<file path="config.mk">
export PLATFORM = sky130hd
export DESIGN_NAME = main_ram_dram_adapter
export DESIGN_NICKNAME = d
export VERILOG_FILES = /design/src/rtl/main_ram_pkg.sv /design/src/rtl/dram_strobe_sync.sv /design/src/rtl/main_ram_dram_adapter.sv
export SDC_FILE = /design/constraint.sdc
export NUM_CORES = 1
export LEC_CHECK = 0
export BUFFER_PORTS_ARGS = -buffer_cell sky130_fd_sc_hd__clkbuf_2
export CAP_MARGIN = 0
export CORE_AREA = 2 2 97 99
export DETAILED_ROUTE_END_ITERATION = 16
export DIE_AREA = 0 0 99 101
export GPL_TIMING_DRIVEN = 0
export PLACE_DENSITY = 0.51
export RECOVER_POWER = 100
export SLEW_MARGIN = 5
export SYNTH_ARGS = -nofsm -noshare
export SYNTH_HDL_FRONTEND = slang
export SYNTH_SLANG_ARGS = --single-unit
</file>
<file path="constraint.sdc">
create_clock -name clk_core -period 1.4 [get_ports clk_core]
set_input_delay 0.21 -clock clk_core [delete_from_list [all_inputs] [get_ports clk_core]]
set_output_delay 0.21 -clock clk_core [all_outputs]
set_load 0.01 [all_outputs]
</file>
<file path="src/rtl/main_ram_pkg.sv">
// Shared types and sizing for the main-RAM DRAM-socket adapter.
// Holds the FSM state encoding, bus widths and the legal read-latency range.
package main_ram_pkg;

  localparam int RA_W   = 8;
  localparam int MEM_AW = 16;

  localparam int RD_LAT_MIN = 1;
  localparam int RD_LAT_MAX = 2;

  typedef enum logic [1:0] {
    IDLE,
    ROW,
    ACCESS,
    HOLD
  } state_e;

endpackage

</file>
<file path="src/rtl/dram_strobe_sync.sv">
// Strobe conditioner: optional two-flop synchroniser (DRAM_SYNC_EN) plus edge detector.
// Latency: fall/rise pulses in the cycle the conditioned level changes; +2 cycles with DRAM_SYNC_EN.
// No backpressure: pulses last one cycle and must be consumed when they appear.
module dram_strobe_sync (
  input  logic clk_core,
  input  logic reset,
  input  logic strobe_n,
  output logic level_n,
  output logic fall,
  output logic rise
);

  logic prev_n;

`ifdef DRAM_SYNC_EN
  logic [1:0] sync_q;

  always_ff @(posedge clk_core) begin
    if (reset) begin
      sync_q <= 2'b11;
    end else begin
      sync_q <= {sync_q[0], strobe_n};
    end
  end

  assign level_n = sync_q[1];
`else
  assign level_n = strobe_n;
`endif

  // Strobes idle high, so reset the history high to avoid a false edge.
  always_ff @(posedge clk_core) begin
    if (reset) begin
      prev_n <= 1'b1;
    end else begin
      prev_n <= level_n;
    end
  end

  assign fall = prev_n & ~level_n;
  assign rise = ~prev_n & level_n;

endmodule

</file>
<file path="src/rtl/main_ram_dram_adapter.sv">
// DRAM socket (RA/RAS/CAS/RW) to single-port synchronous RAM bridge; DRAM_SYNC_EN adds input synchronisers.
// Latency: mem_en one cycle after CAS-fall detection, d_out/d_oe READ_LATENCY+1 cycles after mem_en.
// No backpressure: the socket master owns timing; CAS must stay low READ_LATENCY+3 cycles per access.
module main_ram_dram_adapter
  import main_ram_pkg::*;
#(
  parameter int READ_LATENCY = 1
) (
  input  logic              clk_core,
  input  logic              reset,
  input  logic [RA_W-1:0]   ra,
  input  logic              ras_n,
  input  logic              cas_n,
  input  logic              rw_n,
  input  logic [RA_W-1:0]   d_in,
  output logic [RA_W-1:0]   d_out,
  output logic              d_oe,
  output logic [MEM_AW-1:0] mem_a,
  output logic              mem_en,
  output logic              mem_we,
  output logic [RA_W-1:0]   mem_wd,
  input  logic [RA_W-1:0]   mem_rd,
  output logic              refresh_pulse,
  output logic              proto_err
);

  localparam int RL = (READ_LATENCY < RD_LAT_MIN) ? RD_LAT_MIN :
                      (READ_LATENCY > RD_LAT_MAX) ? RD_LAT_MAX : READ_LATENCY;
  localparam logic [1:0] RL_CNT = 2'(RL);

  logic            ras_lvl_n, ras_fall, ras_rise;
  logic            cas_lvl_n, cas_fall, cas_rise;
  logic            unused_cas_lvl;
  logic [RA_W-1:0] ra_s, d_s;
  logic            rw_s;

  state_e          state;
  logic [RA_W-1:0] row_q, col_q;
  logic            rd_q;
  logic            cas_seen;
  logic [1:0]      lat_cnt;
  logic            start_acc;

  dram_strobe_sync u_ras_sync (
    .clk_core (clk_core),
    .reset    (reset),
    .strobe_n (ras_n),
    .level_n  (ras_lvl_n),
    .fall     (ras_fall),
    .rise     (ras_rise)
  );

  dram_strobe_sync u_cas_sync (
    .clk_core (clk_core),
    .reset    (reset),
    .strobe_n (cas_n),
    .level_n  (cas_lvl_n),
    .fall     (cas_fall),
    .rise     (cas_rise)
  );

  assign unused_cas_lvl = cas_lvl_n;

`ifdef DRAM_SYNC_EN
  logic [RA_W-1:0] ra_m, d_m;
  logic            rw_m;

  // Same two-stage delay as the strobes so address/data line up with the edge pulses.
  always_ff @(posedge clk_core) begin
    if (reset) begin
      ra_m <= '0;
      d_m  <= '0;
      rw_m <= 1'b1;
      ra_s <= '0;
      d_s  <= '0;
      rw_s <= 1'b1;
    end else begin
      ra_m <= ra;
      d_m  <= d_in;
      rw_m <= rw_n;
      ra_s <= ra_m;
      d_s  <= d_m;
      rw_s <= rw_m;
    end
  end
`else
  assign ra_s = ra;
  assign d_s  = d_in;
  assign rw_s = rw_n;
`endif

  // A RAS fall coincident with a CAS fall counts as RAS-then-CAS.
  assign start_acc = cas_fall && ((state == IDLE && ras_fall) || (state == ROW && !ras_rise));

  assign mem_a = {col_q, row_q};

  always_ff @(posedge clk_core) begin
    if (reset) begin
      state         <= IDLE;
      row_q         <= '0;
      col_q         <= '0;
      rd_q          <= 1'b0;
      cas_seen      <= 1'b0;
      lat_cnt       <= '0;
      mem_en        <= 1'b0;
      mem_we        <= 1'b0;
      mem_wd        <= '0;
      d_out         <= '0;
      d_oe          <= 1'b0;
      refresh_pulse <= 1'b0;
      proto_err     <= 1'b0;
    end else begin
      mem_en        <= 1'b0;
      mem_we        <= 1'b0;
      refresh_pulse <= 1'b0;

      case (state)
        IDLE: begin
          if (ras_fall) begin
            row_q    <= ra_s;
            cas_seen <= 1'b0;
            state    <= cas_fall ? ACCESS : ROW;
          end else if (cas_fall) begin
            proto_err <= 1'b1;
          end
        end

        ROW: begin
          if (ras_rise) begin
            refresh_pulse <= ~cas_seen;
            state         <= IDLE;
          end else if (cas_fall) begin
            state <= ACCESS;
          end
        end

        ACCESS: begin
          if (ras_rise) begin
            d_oe  <= 1'b0;
            state <= IDLE;
          end else if (cas_rise) begin
            state <= ras_lvl_n ? IDLE : ROW;
          end else if (!rd_q) begin
            state <= HOLD;
          end else if (lat_cnt == RL_CNT) begin
            d_out <= mem_rd;
            d_oe  <= 1'b1;
            state <= HOLD;
          end else begin
            lat_cnt <= lat_cnt + 2'd1;
          end
        end

        HOLD: begin
          if (ras_rise) begin
            d_oe  <= 1'b0;
            state <= IDLE;
          end else if (cas_rise) begin
            d_oe  <= 1'b0;
            state <= ras_lvl_n ? IDLE : ROW;
          end
        end

        default: state <= IDLE;
      endcase

      // Placed after the case so it overrides the cas_seen clear on a coincident RAS fall.
      if (start_acc) begin
        col_q    <= ra_s;
        rd_q     <= rw_s;
        mem_wd   <= d_s;
        mem_en   <= 1'b1;
        mem_we   <= ~rw_s;
        lat_cnt  <= '0;
        cas_seen <= 1'b1;
      end
    end
  end

endmodule

</file>
# ---- Word-level counts from Yosys, hierarchy flattened
# Cells that the tools add are included.
dict set report totals {
  elab_cells 85
  register_bits 45
  inputBits 29
}
dict set report op_classes {
  eq_ne 11
  n_mux 23
  addsub 1
  n_bitwise 16
  n_reduce_logical 19
}
# cell count
set op_table {}
lappend op_table {{$mux W2} 10}
lappend op_table {{$ne A3 B3 Y1 const B} 5}
lappend op_table {{$reduce_and A5 Y1} 3}
lappend op_table {{$not A1 Y1} 12}
lappend op_table {{$mux W1} 11}
lappend op_table {{$pmux W2 S4} 1}
lappend op_table {{$reduce_bool A2 Y1} 3}
lappend op_table {{$ne A5 B5 Y1 const B} 1}
lappend op_table {{$and A1 B1 Y1} 4}
lappend op_table {{$eq A2 B1 Y1 const B} 2}
lappend op_table {{$eq A2 B2 Y1 const B} 2}
lappend op_table {{$reduce_and A2 Y1} 2}
lappend op_table {{$reduce_and A4 Y1} 1}
lappend op_table {{$reduce_or A2 Y1} 2}
lappend op_table {{$logic_and A1 B1 Y1} 3}
lappend op_table {{$reduce_and A3 Y1} 1}
lappend op_table {{$reduce_or A3 Y1} 1}
lappend op_table {{$add A2 B1 Y2 const B} 1}
lappend op_table {{$logic_not A2 Y1} 1}
lappend op_table {{$ne A2 B2 Y1 const B} 1}
lappend op_table {{$pmux W1 S2} 1}
lappend op_table {{$logic_not A1 Y1} 1}
lappend op_table {{$logic_or A1 B1 Y1} 1}

# ---- Logic depth before layout (Yosys ltp)
dict set report depth {
  depth_word 8
  depth_mapped 6
  ltp_nobuf 6
}

# ---- Modules after synthesis
# From an unflattened synthesis, not the netlist that was laid out.
dict set report hier_totals {
  hier_cells 205
  area_unflattened_um2 1941.9
}
# module cells_each seq_area_each_um2 area_per_inst_um2 instances
set by_module_without_submodules {}
lappend by_module_without_submodules {main_ram_dram_adapter 195 860.8 1846.8 1}
lappend by_module_without_submodules {dram_strobe_sync 5 20.0 47.5 2}

# ---- Worst setup path before layout
# OpenSTA, ideal clock, no wires.
dict set report synth_timing {
  kind {register to register}
  startpoint {register lat_cnt[1]}
  endpoint {register lat_cnt[1]}
  t_required_ns 1.297
  setup_slack_ns 0.044
  t_arrival_ns 1.252
  setup_time_ns 0.103
  path_stages_with_launch 6
  path_cell_list {dfxtp_1 -> inv_1 -> ha_1 -> and4bb_1 -> nand3_1 -> a2111oi_2}
}
dict set report synth_via {
  elab_chain_len 3
}
# element line_no
set synth_lines {}
lappend synth_lines {{start, declared} main_ram_dram_adapter.sv:41} ;# logic [1:0] lat_cnt;
lappend synth_lines {{start signal, assigned} main_ram_dram_adapter.sv:150} ;# lat_cnt <= lat_cnt + 2'd1;
lappend synth_lines {{$eq A2 B1 Y1} main_ram_dram_adapter.sv:145} ;# end else if (lat_cnt == RL_CNT) begin
lappend synth_lines {{$not A1 Y1 (no source line)} --}
lappend synth_lines {{$reduce_and A5 Y1 (no source line)} --}
# Parallel ways exist; a longest one is shown, timed or not.
# A chain may end at the register's enable or synchronous reset.

# ---- Worst setup path in the final report
dict set report layout_timing {
  startpoint {register u_ras_sync.prev_n}
  endpoint {register row_q[7]}
}
dict set report layout_via {
  elab_chain_len 2
}
# element line_no
set layout_lines {}
lappend layout_lines {{start, declared} dram_strobe_sync.sv:13} ;# logic prev_n;
lappend layout_lines {{start signal, assigned} dram_strobe_sync.sv:36} ;# prev_n <= level_n;
lappend layout_lines {{$and A1 B1 Y1} dram_strobe_sync.sv:40} ;# assign fall = prev_n & ~level_n;
lappend layout_lines {{$reduce_and A2 Y1 (no source line)} --}
lappend layout_lines {{end signal, assigned} main_ram_dram_adapter.sv:120} ;# row_q <= ra_s;
lappend layout_lines {{end, declared} main_ram_dram_adapter.sv:38} ;# logic [RA_W-1:0] row_q, col_q;
# No other way between the ends.

==> impl_summary.log <==
INFO  metric timing_worst_slew_pin_value = 384 ps
INFO  metric worst-endpoint-arrival = 1570 ps
INFO  metric route.detailed.drc = 0
INFO  metric max-vdd-ir-drop = 352 µV
INFO  metric rows = 35
INFO  metric ff2ff_setup_slack = 6 ps
INFO  metric root_buffer = sky130_fd_sc_hd__clkbuf_8
INFO  metric netlist_instances = 202
INFO  metric clock_sink_count = 45
INFO  metric cts_buffer_depth = 2
INFO  metric syn-cell-area = 2020 µm²
INFO  metric layout.cells.non_filler = 391
INFO  metric routed_wl = 5.11 mm
INFO  metric startpoint_type = register
INFO  metric cellInternalPower = 1.93 mW
INFO  metric timing.critical_path.buf_inv = 1
INFO  metric synth_fp_nets = 232
INFO  metric mostFrequentLayoutCell = sky130_fd_sc_hd__nand2b_1
INFO  metric yosysSeqAreaShare = 44.6%
INFO  metric holdCritPathClass = input pin to register
INFO  metric clk-insertion-delay-late = 300 ps
INFO  metric start_util = 22.5%
INFO  metric p_leak = 0.987 nW
INFO  metric cp_slowest_stage_delay = 370 ps
INFO  metric worstPathRequired = 1580 ps
INFO  metric final.period_utilization = 99.6%
INFO  metric finalWeightedCongestion = 0.758
INFO  metric p_sw = 0.706 mW
INFO  metric slew-limit-headroom = 74.4%
INFO  metric whs = 112 ps
INFO  metric initialDrtViolationCount = 63
INFO  metric die_area = 10000 µm²
INFO  metric 1st_pass_router_iterations = 4
INFO  metric via_count_of_the_first_global_routing_pass = 1,553
INFO  metric status = finished, final reports clean
INFO  metric max_cap_viol_count = 0
INFO  metric final_nets = 310
INFO  metric max_slew_violation_count = 0
INFO  metric post_synthesis_sequential_element_count = 45
INFO  metric postCtsHoldBufs = 0
INFO  metric htree_num_levels = 2
INFO  metric finalHoldViolations = 0
INFO  metric clock_transition_at_the_registers_of_the_reported_paths = 80 ps
INFO  metric antenna-diode-count = 0
INFO  metric chipHeight = 101 µm
INFO  metric worst_r2r_path_depth = 5
INFO  metric final_core_util = 29.5%
INFO  metric crit_path_end_kind = register
INFO  metric fillerInstances = 979
INFO  metric grtUsageTotal = 10.3%
INFO  metric grt_start_max_net_pins = 13
INFO  metric numCtsBuffers = 5
INFO  metric timing_worst_setup_path_type = register to register
INFO  metric synth.yosys.warnings = 0
INFO  metric grt_antenna_before_repair = 0
INFO  metric regToRegStartpoint = u_ras_sync.prev_n
INFO  metric areaGrowthSynthToFinish = 30.9%
INFO  metric timing.critical_path.cells = or2b_4, or3_1, buf_6, nand2_2, a21oi_2
INFO  metric slowest_cell_on_the_critical_path = sky130_fd_sc_hd__dfxtp_4
INFO  metric core_area = 8980 µm²
INFO  metric route.detailed.vias_per_inst = 4.15
INFO  metric worstHoldStart = rw_n
INFO  metric finalSetupViolCount = 0
INFO  metric post_drt_wl_per_cell = 13.1 µm
INFO  metric tritoncts = built
INFO  metric grt_remaining_overflow = 0
INFO  metric power.share.clock = 31.6%
INFO  metric postSynthAreaPerCell = 10.0 µm²
INFO  metric worst-path-max-fanout = 9
INFO  metric setup_repair_after_global_routing_missed_its_margin = true
INFO  metric fin_crit = 1390 ps
INFO  metric fin_skew = 8.37 ps
INFO  metric detailedPlacementHpwl = 3.62 mm
INFO  metric design_power_total = 2.63 mW
INFO  metric synth.distinct_cells = 37
INFO  metric fp.dieW = 99 µm
INFO  metric cellPowerDensity = 995 nW/µm²
INFO  metric worst_hold_path.endpoint = mem_we
INFO  metric worst_hold_path.num_cells = 2
INFO  metric combPwrFrac = 16.0%
INFO  metric power.sequential.fraction = 52.4%
INFO  metric detail-route-antenna-nets = 0
INFO  metric rr_endpoint = row_q[7]
INFO  metric setup-tns-final = 0 ps
INFO  metric drive_above_1_share = 30.4%
INFO  metric swShare = 26.8%
INFO  metric grt_first_pass_wirelength = 8.05 mm
INFO  metric vias = 1,622
INFO  metric cpLargestDelayFamily = simple AND/OR/NAND/NOR gates
INFO  metric fmaxAchievable = 717 MHz
INFO  metric port_buffers = 65
INFO  metric layout_common_cells = sky130_fd_sc_hd__nand2b_1, sky130_fd_sc_hd__clkbuf_1, sky130_fd_sc_hd__dfxtp_1, sky130_fd_sc_hd__clkbuf_2, sky130_fd_sc_hd__mux2i_1
INFO  metric ioPinCount = 66
INFO  metric post-place-cells = 378
power by group through the flow:
stage                     Clock [mW]  Combinational (mW)  Sequential [mW]
final                          0.832               0.421             1.38
after global routing           0.923               0.463             1.39
after CTS                      0.863               0.430             1.38
after detailed placement           0               0.416             1.41
after global placement             0               0.412             1.41
after floorplan                    0               0.242             1.43
synth_stat cells:
cell type	n	area, µm²
sky130_fd_sc_hd__a2111oi_2	2	30.0
sky130_fd_sc_hd__a21boi_1	1	7.51
sky130_fd_sc_hd__a21o_1	1	7.51
sky130_fd_sc_hd__a21oi_1	2	10.0
sky130_fd_sc_hd__a21oi_2	10	87.6
sky130_fd_sc_hd__a22oi_1	1	7.51
sky130_fd_sc_hd__a31oi_1	1	6.26
sky130_fd_sc_hd__and2b_1	1	7.51
sky130_fd_sc_hd__and3_1	1	6.26
sky130_fd_sc_hd__and4_1	1	8.76
sky130_fd_sc_hd__and4bb_1	1	12.5
sky130_fd_sc_hd__buf_12	1	20.0
sky130_fd_sc_hd__buf_2	2	10.0
sky130_fd_sc_hd__buf_4	1	7.51
sky130_fd_sc_hd__buf_6	3	33.8
sky130_fd_sc_hd__clkbuf_1	5	18.8
sky130_fd_sc_hd__dfxtp_1	45	901
sky130_fd_sc_hd__ha_1	1	12.5
sky130_fd_sc_hd__inv_1	3	11.3
sky130_fd_sc_hd__mux2i_1	25	250
sky130_fd_sc_hd__nand2_1	11	41.3
sky130_fd_sc_hd__nand2_2	9	56.3
sky130_fd_sc_hd__nand2b_1	53	332
sky130_fd_sc_hd__nand3_1	1	5.00
sky130_fd_sc_hd__nand3b_1	1	7.51
sky130_fd_sc_hd__nor2_1	3	11.3
sky130_fd_sc_hd__nor2b_1	1	6.26
sky130_fd_sc_hd__nor3_1	4	20.0
sky130_fd_sc_hd__nor3_4	1	16.3
sky130_fd_sc_hd__nor3b_1	1	7.51
sky130_fd_sc_hd__o21a_1	1	7.51
sky130_fd_sc_hd__o21ai_0	1	5.00
sky130_fd_sc_hd__o21ai_1	1	5.00
sky130_fd_sc_hd__or2_2	2	12.5
sky130_fd_sc_hd__or2b_4	1	11.3
sky130_fd_sc_hd__or3_1	2	12.5
sky130_fd_sc_hd__xor2_1	1	8.76
state kept, by name, indices dropped and copies added (netlist names):
register,flops
col_q,8
row_q,8
u_cas_sync.prev_n,1
d_oe,1
mem_wd,8
u_ras_sync.prev_n,1
state,2
mem_en,1
mem_we,1
cas_seen,1
lat_cnt,2
refresh_pulse,1
d_out,8
proto_err,1
rd_q,1
repair_timing:
action,CTS,global route
cloned,0,1
resized for setup,10,14
pin swaps,3,3
setup buffers,2,3
setup endpoints to repair,28,34
cells by family (layout without fill, tap and decap cells):
family | count (synthesis) | in the layout | share of synthesized area (%)
XOR/XNOR | 1 | 1 | 0.433
AO/OA/AOI/OAI | 21 | 21 | 8.60
AND/OR/NAND/NOR | 94 | 94 | 28.4
multiplexers | 25 | 25 | 12.4
flip-flops | 45 | 45 | 44.6
adder cells (fa/ha/maj) | 1 | 1 | 0.619
buffers and inverters | 15 | 93 | 5.01
final cells by class:
type | instances | area, µm² | share of cell area (%)
plain buffers | 12 | 93.8 | 3.55
clock buffers | 7 | 86.3 | 3.26
inverters | 3 | 11.3 | 0.426
flip-flops and latches | 45 | 908 | 34.3
multi-input cells | 142 | 1080 | 40.8
repair buffers | 71 | 328 | 12.4
well taps | 111 | 139 | 5.25
metrics by stage:
stage / cell area [µm²] / setup slack (ps)
final: 2650 / 5.75
after global routing: 2650 / -43.1
after CTS: 2630 / -3.02
after detailed placement: 2490 / -88.1
after global placement: 2490 / -54.6
after floorplan: 2020 / 44.5
worst max path at each step:
| stage | start | to | depth (start not counted) |
|---|---|---|---|
| floorplan | lat_cnt[1] | lat_cnt[1] | 5 |
| global placement | u_ras_sync.prev_n | col_q[0] | 5 |
| detailed placement | lat_cnt[1] | lat_cnt[1] | 5 |
| global route | u_ras_sync.prev_n | row_q[6] | 5 |
| finish | u_ras_sync.prev_n | row_q[7] | 5 |
| CTS | u_ras_sync.prev_n | row_q[7] | 5 |
layer usage:
layer | global-route usage (%) | vias up | share of wire, %
met3 | 3.40 | 7 | 4.9
met1 | 13.2 | 754 | 47
met5 | 0 | - | 0
met4 | 3.90 | 0 | 1.8
met2 | 16.1 | 41 | 46
li1 | - | 820 | -
(Power assumes the default switching activity.)
